<file path="src/rtl/decode_seq.sv">
// RV32I decode/sequencer: decodes inst combinationally, steps ALU, PC-update and LSU phases, raises traps.
// Latency 3 (ALU) / 4 (branch) / 5+LSU wait (load/store); holds in DONE/TRAP until compute_req drops, stalls in MEM_REQ on mem_valid.
module decode_seq #(
    parameter int DATA_WIDTH       = 32,
    parameter int ALU_CONTROL_BITS = 3,
    parameter int LOG2_REGISTERS   = 5,
    parameter int BYTE_DATA_WIDTH  = 4,
    parameter int MEM_TIMEOUT      = 16
) (
    input  logic                        clk,
    input  logic                        rst,
    input  logic [DATA_WIDTH-1:0]       inst,
    input  logic                        compute_req,
    output logic                        compute_valid,
    output logic                        branch_flag,
    output logic [DATA_WIDTH-1:0]       new_pc,
    output logic                        mem_req,
    output logic                        mem_we,
    input  logic                        mem_valid,
    output logic [BYTE_DATA_WIDTH-1:0]  mem_byte_enable,
    output logic                        load_unsigned,
    output logic [LOG2_REGISTERS-1:0]   addr_rd,
    output logic [LOG2_REGISTERS-1:0]   addr_rs1,
    output logic [LOG2_REGISTERS-1:0]   addr_rs2,
    output logic                        zero_rs1,
    output logic [1:0]                  rd_select,
    output logic                        rf_enable,
    output logic [DATA_WIDTH-1:0]       direct_store,
    input  logic                        less_comp,
    input  logic                        equal_comp,
    output logic [ALU_CONTROL_BITS-1:0] alu_control,
    output logic                        alt_flag,
    output logic                        unsigned_flag,
    output logic [DATA_WIDTH-1:0]       imm,
    output logic                        select_imm,
    output logic                        select_pc,
    input  logic [DATA_WIDTH-1:0]       q,
    output logic                        fault,
    output logic [1:0]                  fault_cause
);

    localparam logic [ALU_CONTROL_BITS-1:0] ADD_SUB_OP = 'd0;
    localparam logic [ALU_CONTROL_BITS-1:0] LLS_OP     = 'd1;
    localparam logic [ALU_CONTROL_BITS-1:0] RLS_OP     = 'd2;
    localparam logic [ALU_CONTROL_BITS-1:0] XOR_OP     = 'd3;
    localparam logic [ALU_CONTROL_BITS-1:0] OR_OP      = 'd4;
    localparam logic [ALU_CONTROL_BITS-1:0] AND_OP     = 'd5;

    localparam logic [2:0] S_WAIT      = 3'd0;
    localparam logic [2:0] S_COMPUTE   = 3'd1;
    localparam logic [2:0] S_PC_UPDATE = 3'd2;
    localparam logic [2:0] S_MEM_REQ   = 3'd3;
    localparam logic [2:0] S_MEM_VALID = 3'd4;
    localparam logic [2:0] S_DONE      = 3'd5;
    localparam logic [2:0] S_TRAP      = 3'd6;

    localparam logic [6:0] OPC_LUI    = 7'b0110111;
    localparam logic [6:0] OPC_AUIPC  = 7'b0010111;
    localparam logic [6:0] OPC_JAL    = 7'b1101111;
    localparam logic [6:0] OPC_JALR   = 7'b1100111;
    localparam logic [6:0] OPC_BRANCH = 7'b1100011;
    localparam logic [6:0] OPC_LOAD   = 7'b0000011;
    localparam logic [6:0] OPC_STORE  = 7'b0100011;
    localparam logic [6:0] OPC_OPIMM  = 7'b0010011;
    localparam logic [6:0] OPC_OP     = 7'b0110011;

    localparam logic [7:0] TIMEOUT_LAST = 8'(MEM_TIMEOUT - 1);

    logic [2:0]            state_q, state_d;
    logic [7:0]            cnt_q, cnt_d;
    logic                  compute_valid_q, compute_valid_d;
    logic                  branch_flag_q, branch_flag_d;
    logic [DATA_WIDTH-1:0] new_pc_q, new_pc_d;
    logic                  fault_q, fault_d;
    logic [1:0]            fault_cause_q, fault_cause_d;
    logic                  mv_first_q, mv_first_d;

    logic [6:0] opcode;
    logic [2:0] funct3;
    logic is_lui, is_auipc, is_jal, is_jalr, is_branch, is_load, is_store, is_opimm, is_op;
    logic is_illegal, is_slt, writes_rf, uses_imm, misaligned, taken;
    logic [BYTE_DATA_WIDTH-1:0] be_base;

    assign opcode = inst[6:0];
    assign funct3 = inst[14:12];

    assign is_lui    = (opcode == OPC_LUI);
    assign is_auipc  = (opcode == OPC_AUIPC);
    assign is_jal    = (opcode == OPC_JAL);
    assign is_jalr   = (opcode == OPC_JALR);
    assign is_branch = (opcode == OPC_BRANCH);
    assign is_load   = (opcode == OPC_LOAD);
    assign is_store  = (opcode == OPC_STORE);
    assign is_opimm  = (opcode == OPC_OPIMM);
    assign is_op     = (opcode == OPC_OP);

    assign is_illegal = !(is_lui || is_auipc || is_jal || is_jalr || is_branch ||
                          is_load || is_store || is_opimm || is_op);
    assign is_slt     = (is_op || is_opimm) && (funct3[2:1] == 2'b01);
    assign writes_rf  = is_op || is_opimm || is_lui || is_auipc || is_jal || is_jalr;
    assign uses_imm   = is_opimm || is_load || is_store || is_lui || is_auipc;

    assign addr_rd       = inst[11:7];
    assign addr_rs1      = inst[19:15];
    assign addr_rs2      = inst[24:20];
    assign load_unsigned = is_load && funct3[2];
    assign direct_store  = {{(DATA_WIDTH-1){1'b0}}, less_comp};

    assign alt_flag      = ((is_op || is_opimm) && funct3 == 3'b101 && inst[30]) ||
                           (is_op && funct3 == 3'b000 && inst[30]);
    assign unsigned_flag = ((is_op || is_opimm) && funct3 == 3'b011) ||
                           (is_branch && funct3[2:1] == 2'b11);

    always_comb begin
        imm = {{(DATA_WIDTH-12){inst[31]}}, inst[31:20]};
        if (is_store)
            imm = {{(DATA_WIDTH-12){inst[31]}}, inst[31:25], inst[11:7]};
        else if (is_branch)
            imm = {{(DATA_WIDTH-12){inst[31]}}, inst[7], inst[30:25], inst[11:8], 1'b0};
        else if (is_jal)
            imm = {{(DATA_WIDTH-20){inst[31]}}, inst[19:12], inst[20], inst[30:21], 1'b0};
        else if (is_lui || is_auipc)
            imm = {inst[31:12], 12'b0};
    end

    // SLT/SLTU run through the ALU's add/sub path; their result comes back on less_comp.
    always_comb begin
        alu_control = ADD_SUB_OP;
        if (is_op || is_opimm) begin
            case (funct3)
                3'b001:  alu_control = LLS_OP;
                3'b100:  alu_control = XOR_OP;
                3'b101:  alu_control = RLS_OP;
                3'b110:  alu_control = OR_OP;
                3'b111:  alu_control = AND_OP;
                default: alu_control = ADD_SUB_OP;
            endcase
        end
    end

    always_comb begin
        rd_select = 2'd0;
        if (is_jal || is_jalr)
            rd_select = 2'd3;
        else if (is_load)
            rd_select = 2'd2;
        else if (is_slt)
            rd_select = 2'd1;
    end

    always_comb begin
        be_base = '0;
        case (funct3[1:0])
            2'b00:   be_base[0]   = 1'b1;
            2'b01:   be_base[1:0] = 2'b11;
            default: be_base      = '1;
        endcase
    end

    assign mem_byte_enable = be_base << q[1:0];
    assign misaligned      = (funct3[1:0] == 2'b01 && q[0]) || (funct3[1] && q[1:0] != 2'b00);

    always_comb begin
        case (funct3)
            3'b000:  taken = equal_comp;
            3'b001:  taken = !equal_comp;
            3'b100:  taken = less_comp;
            3'b101:  taken = !less_comp;
            3'b110:  taken = less_comp;
            3'b111:  taken = !less_comp;
            default: taken = 1'b0;
        endcase
    end

    always_comb begin
        state_d         = state_q;
        cnt_d           = '0;
        compute_valid_d = (state_q == S_DONE) || (state_q == S_TRAP);
        branch_flag_d   = branch_flag_q;
        new_pc_d        = new_pc_q;
        fault_d         = fault_q;
        fault_cause_d   = fault_cause_q;
        mv_first_d      = 1'b0;
        mem_req         = 1'b0;
        mem_we          = 1'b0;
        rf_enable       = 1'b0;
        select_imm      = 1'b0;
        select_pc       = 1'b0;
        zero_rs1        = 1'b0;

        case (state_q)
            S_WAIT: begin
                if (compute_req)
                    state_d = S_COMPUTE;
            end
            S_COMPUTE: begin
                fault_d       = 1'b0;
                fault_cause_d = 2'd0;
                branch_flag_d = 1'b0;
                rf_enable     = writes_rf;
                select_imm    = uses_imm;
                select_pc     = is_auipc;
                zero_rs1      = is_lui;
                if (is_illegal) begin
                    state_d       = S_TRAP;
                    fault_d       = 1'b1;
                    fault_cause_d = 2'd1;
                end else if (is_load || is_store) begin
                    if (misaligned) begin
                        state_d       = S_TRAP;
                        fault_d       = 1'b1;
                        fault_cause_d = 2'd2;
                    end else begin
                        state_d = S_MEM_REQ;
                    end
                end else if (is_branch) begin
                    branch_flag_d = taken;
                    state_d       = S_PC_UPDATE;
                end else if (is_jal || is_jalr) begin
                    branch_flag_d = 1'b1;
                    state_d       = S_PC_UPDATE;
                end else begin
                    state_d = S_DONE;
                end
            end
            S_PC_UPDATE: begin
                select_imm = 1'b1;
                select_pc  = !is_jalr;
                new_pc_d   = is_jalr ? {q[DATA_WIDTH-1:1], 1'b0} : q;
                state_d    = S_DONE;
            end
            S_MEM_REQ: begin
                // Operand B stays on imm so q keeps presenting the address for the lane mask.
                mem_req    = 1'b1;
                mem_we     = is_store;
                select_imm = 1'b1;
                if (mem_valid) begin
                    state_d    = S_MEM_VALID;
                    mv_first_d = 1'b1;
                end else if (cnt_q == TIMEOUT_LAST) begin
                    state_d       = S_TRAP;
                    fault_d       = 1'b1;
                    fault_cause_d = 2'd3;
                end else begin
                    cnt_d = cnt_q + 8'd1;
                end
            end
            S_MEM_VALID: begin
                select_imm = 1'b1;
                rf_enable  = is_load && mv_first_q;
                if (!mem_valid)
                    state_d = S_DONE;
            end
            S_DONE: begin
                if (!compute_req)
                    state_d = S_WAIT;
            end
            S_TRAP: begin
                branch_flag_d = 1'b0;
                if (!compute_req)
                    state_d = S_WAIT;
            end
            default: state_d = S_WAIT;
        endcase
    end

    always_ff @(posedge clk) begin
        if (!rst) begin
            state_q         <= S_WAIT;
            cnt_q           <= '0;
            compute_valid_q <= 1'b0;
            branch_flag_q   <= 1'b0;
            new_pc_q        <= '0;
            fault_q         <= 1'b0;
            fault_cause_q   <= 2'd0;
            mv_first_q      <= 1'b0;
        end else begin
            state_q         <= state_d;
            cnt_q           <= cnt_d;
            compute_valid_q <= compute_valid_d;
            branch_flag_q   <= branch_flag_d;
            new_pc_q        <= new_pc_d;
            fault_q         <= fault_d;
            fault_cause_q   <= fault_cause_d;
            mv_first_q      <= mv_first_d;
        end
    end

    assign compute_valid = compute_valid_q;
    assign branch_flag   = branch_flag_q;
    assign new_pc        = new_pc_q;
    assign fault         = fault_q;
    assign fault_cause   = fault_cause_q;

endmodule

</file>
<file path="config.mk">
export PLATFORM = sky130hd
export DESIGN_NAME = decode_seq
export DESIGN_NICKNAME = d
export VERILOG_FILES = /design/src/rtl/decode_seq.sv
export SDC_FILE = /design/constraint.sdc
export NUM_CORES = 1
export LEC_CHECK = 0
export ABC_AREA = 1
export CAP_MARGIN = 20
export CORE_MARGIN = 2
export CORE_UTILIZATION = 32
export CTS_CLUSTER_DIAMETER = 80
export DETAILED_ROUTE_END_ITERATION = 10
export PLACE_DENSITY_LB_ADDON = 0.15
export SYNTH_ARGS = -nofsm -noshare
export SYNTH_HDL_FRONTEND = slang
export SYNTH_SLANG_ARGS = --single-unit
</file>
<file path="constraint.sdc">
create_clock -name clk -period 1.6 [get_ports clk]
set_clock_uncertainty 0.2 [all_clocks]
set_input_delay 0.32 -clock clk [delete_from_list [all_inputs] [get_ports clk]]
set_output_delay 0.32 -clock clk [all_outputs]
set_load 0.05 [all_outputs]
</file>
==> run summary <==
The flow ran to the end, but the final reports show violations. The final reports fail on setup timing. In this run the power density over the cells is 953.3 nW/um^2. The number of antenna violations at the first check in global routing is 0.

Using the TritonRoute via totals, the vias-per-cell ratio works out to 5.190. The fraction of layout cells with a size suffix above 1 works out to 0.5779. Iteration-0 DRC count of the detailed router: 232.

The critical path is of the register to primary output type. The tools report the sequential area share after synthesis as 0.3338. Area of the mapped netlist: 2939 um^2.

The number of placed I/O pins is 204, and the row count is 34. For the max-slew violation total from the final report, the log shows 0. The run gives 0.3338 as the initial cell density of the core.

The die covers 9967 um^2. Setup repair after global routing could not meet its margin everywhere. Summing all non-filler instances in the final layout gives an area of 8019 um^2. The overall fraction of global-route tracks in use is 0.2852. The clock reaches the later pin of the worst-skew pair after 0.30 ns.

The analysis attributes to cell leakage a power of 3.487 nW. The overall via count from detail_route was 4323; the sequential group share of total power was 0.234. The final wirelength is 17440 um. The min-delay analysis places its worst path in the category register to register.

Traced cell by cell, the critical path runs through nor2_2, inv_2, nor2_4, inv_2, o211ai_1, buf_4, buf_12. The leading cell type in the layout, fill and taps excluded is sky130_fd_sc_hd__buf_12. The switching portion of total power came out at 0.4516.

The number of buffers and inverters on the critical path was 4; the count of port buffers added during placement was 172. In this design, the largest share of critical-path delay is due to buffers and inverters. The tools report the clock tree root buffer cell as sky130_fd_sc_hd__clkbuf_8. The mean instance size in the synthesized netlist is 6.605 um^2. The die span in x works out to 99.84 um. At the end of routability-driven placement, the weighted congestion stood at 0.8566.

The first global-routing pass estimated 22500 um of wire. The routed design could run at a clock period as short as 2.106 ns. Once placement completed, the tool counted placed cells totaling 782. After global routing the overflow that remains totals 0. For the count of different cell masters after synthesis, the log shows 32. The tools report the number of global-route vias before repair as 4275.

The number of setup violations in the final report came out at 93. The clock passes through at most 2 buffers. The maximum single-stage delay on the critical path was 0.36 ns. The tools report the final setup slack of the worst path as -0.5056 ns. Leaving out fill and tap cells, the most frequent cells in the layout are sky130_fd_sc_hd__buf_12 (106), sky130_fd_sc_hd__buf_4 (88), sky130_fd_sc_hd__nor2_1 (51), sky130_fd_sc_hd__dfxtp_1 (44), sky130_fd_sc_hd__clkdlybuf4s50_1 (43).

In the final routed layout, each cell accounts on average for 20.94 um. The post-CTS clock slew at the launch and capture registers of the worst setup and hold paths came out at 0.08 ns. The total number of nets in the final design is 795. For the switching power, the log shows 3.452 mW. Along the worst hold path, the cell count comes to 2.

The critical path runs through a total of 7 cells. Final clock period utilization by the worst path: 1.316. Final hold violation count: 0. The repair_antennas step left the layout with diodes totalling 0. The clock buffer count from CTS is 5, and the number of violations of the max-capacitance limit is 0.

Flip-flop and latch count after synthesis: 49. By instance count, the cell type seen most on the critical path is sky130_fd_sc_hd__inv_2. In the routed design, unresolved DRC markers number 0. The detail route stage leaves a number of antenna-violating nets equal to 0.

Relative to the synthesized area, the layout overhead comes to 172.8%. Minimum hold slack: 0.3104 ns. The tools report the maximum vdd drop as 1.019 mV.

The count of warnings emitted by yosys was 0. At the worst endpoint, the arrival time is 1.59 ns. In the synthesized netlist, the number of instances is 445. In this run the worst path has a maximum fanout of 4.

The worst setup path is launched from a register. For this run, the number of standard cells in the final layout without fillers is 833. The tools report the upper clock frequency limit as 474.9 MHz. The first TritonRoute pass finished after 5 iterations. The tools report the critical path capture point type as a primary output. The tools report the H-tree depth as 2.

TritonCTS built the clock tree. The run gives 49 as the sink count of the clock tree. For the placeable core region, the log shows 8806 um^2.

Clock network fraction of design power: 0.104. The half-perimeter wire length after placement is 9335 um. The combinational fraction of design power is 0.662. Data on the critical path is required at its endpoint by 1.08 ns. Entering global routing, the biggest net connects 36 pins.

Measured in cells, the most critical reg-to-reg path has a length of 10. The logs give 4.192 mW for the internal power contribution and 6858 um^2 for the instance area at placement. The fill cell instance count of the final layout came out at 273. The standard cell with the maximum stage delay on the critical path is sky130_fd_sc_hd__dfxtp_2. From bottom edge to top edge, the die measures 99.84 um.
==> synthesized netlist by cell type, drive strengths merged <==
cell type  instances  area (um^2)
buf               57        424.2
or2                1        6.260
ha                 1        12.51
a2111oi            1        8.760
conb               1        3.750
o21ai             65        329.1
o32ai              1        8.760
xor2               1        8.760
clkinv             1        3.750
a21oi             19        95.09
nor3b              1        12.51
o211ai             4        30.03
nand3             20        112.6
nor2             100        395.4
inv               39        146.4
nand4              3        18.77
clkbuf             6        22.52
nor3              11        71.32
xnor2              1        8.760
nand2             63        239.0
dfxtp             49        980.9
==> timing repair <==
item                                    4_1_cts  5_1_grt
pin swaps                                    48       39
endpoints found under the setup margin       95      100
resized for setup                           173       77
gates cloned                                  2        5
setup buffers                                28       20
hold buffers                                  0        0
==> worst paths after layout <==
check | to | slack (ns) | startpoint
max | select_imm | -0.51 | state_q[1]
min | cnt_q[5] | 0.31 | cnt_q[5]
max reg2reg | state_q[0] | -0.30 | state_q[1]
min reg2reg | cnt_q[5] | 0.31 | cnt_q[5]
==> sequential cells by signal, indices dropped and copies added (netlist names) <==
| signal | count |
|---|---|
| compute_valid | 1 |
| branch_flag | 1 |
| cnt_q | 8 |
| fault_cause | 2 |
| new_pc | 32 |
| fault | 1 |
| mv_first_q | 1 |
| state_q | 3 |
==> layout make-up <==
class	count	area, um^2	share of cell area
Inverter	40	240.2	0.02996
Tap cell	108	135.1	0.01685
Timing Repair Buffer	305	4019	0.5012
Clock buffer	7	96.34	0.01201
Clock inverter	1	5.005	0.0006241
Sequential cell	49	992.2	0.1237
Multi-Input combinational cell	323	2531	0.3157
==> power groups by stage <==
stage / clock network (mW) / logic, mW / registers, mW
after floorplan: 0 / 1.50 / 2.43
after global placement: 0 / 4.22 / 1.76
after detailed placement: 0 / 4.28 / 1.78
after CTS: 0.812 / 4.55 / 1.77
after global routing: 0.849 / 5.23 / 1.82
final: 0.798 / 5.06 / 1.79
==> layer usage <==
layer | vias to the layer above | routed length [um] | global-route usage
met1 | 2058 | 5777 | 0.2747
met4 | 0 | 862 | 0.1380
met5 | - | 0 | 0
li1 | 1918 | - | -
met3 | 71 | 1437 | 0.07730
met2 | 276 | 9366 | 0.5546
==> tightest hold or removal path: stages (launching register included) <==
cell and delay (ns):
sky130_fd_sc_hd__dfxtp_1 0.33, sky130_fd_sc_hd__nand2_1 0.08, sky130_fd_sc_hd__a21oi_2 0.05
==> through the flow <==
step / power [mW] / util / worst slack (ns) / setup TNS, ns
after detailed placement: 6.055 / 0.7788 / -0.8132 / -42.38
after global routing: 7.892 / 0.9106 / -0.5802 / -27.98
after global placement: 5.981 / 0.7788 / -0.8187 / -39.59
final: 7.645 / 0.9106 / -0.5056 / -23.67
after floorplan: 3.926 / - / -0.5215 / -4.889
after CTS: 7.128 / 0.8659 / -0.4196 / -16.15
==> cell families after synthesis <==
logic type / count (synthesis) / share of synthesized area
adder cells (fa/ha/maj): 1 / 0.004256
buffers and inverters: 103 / 0.2031
XOR/XNOR: 2 / 0.005961
flip-flops: 49 / 0.3338
AO/OA/AOI/OAI: 90 / 0.1605
AND/OR/NAND/NOR: 199 / 0.2912
other: 1 / 0.001276
(Power assumes the default switching activity.)
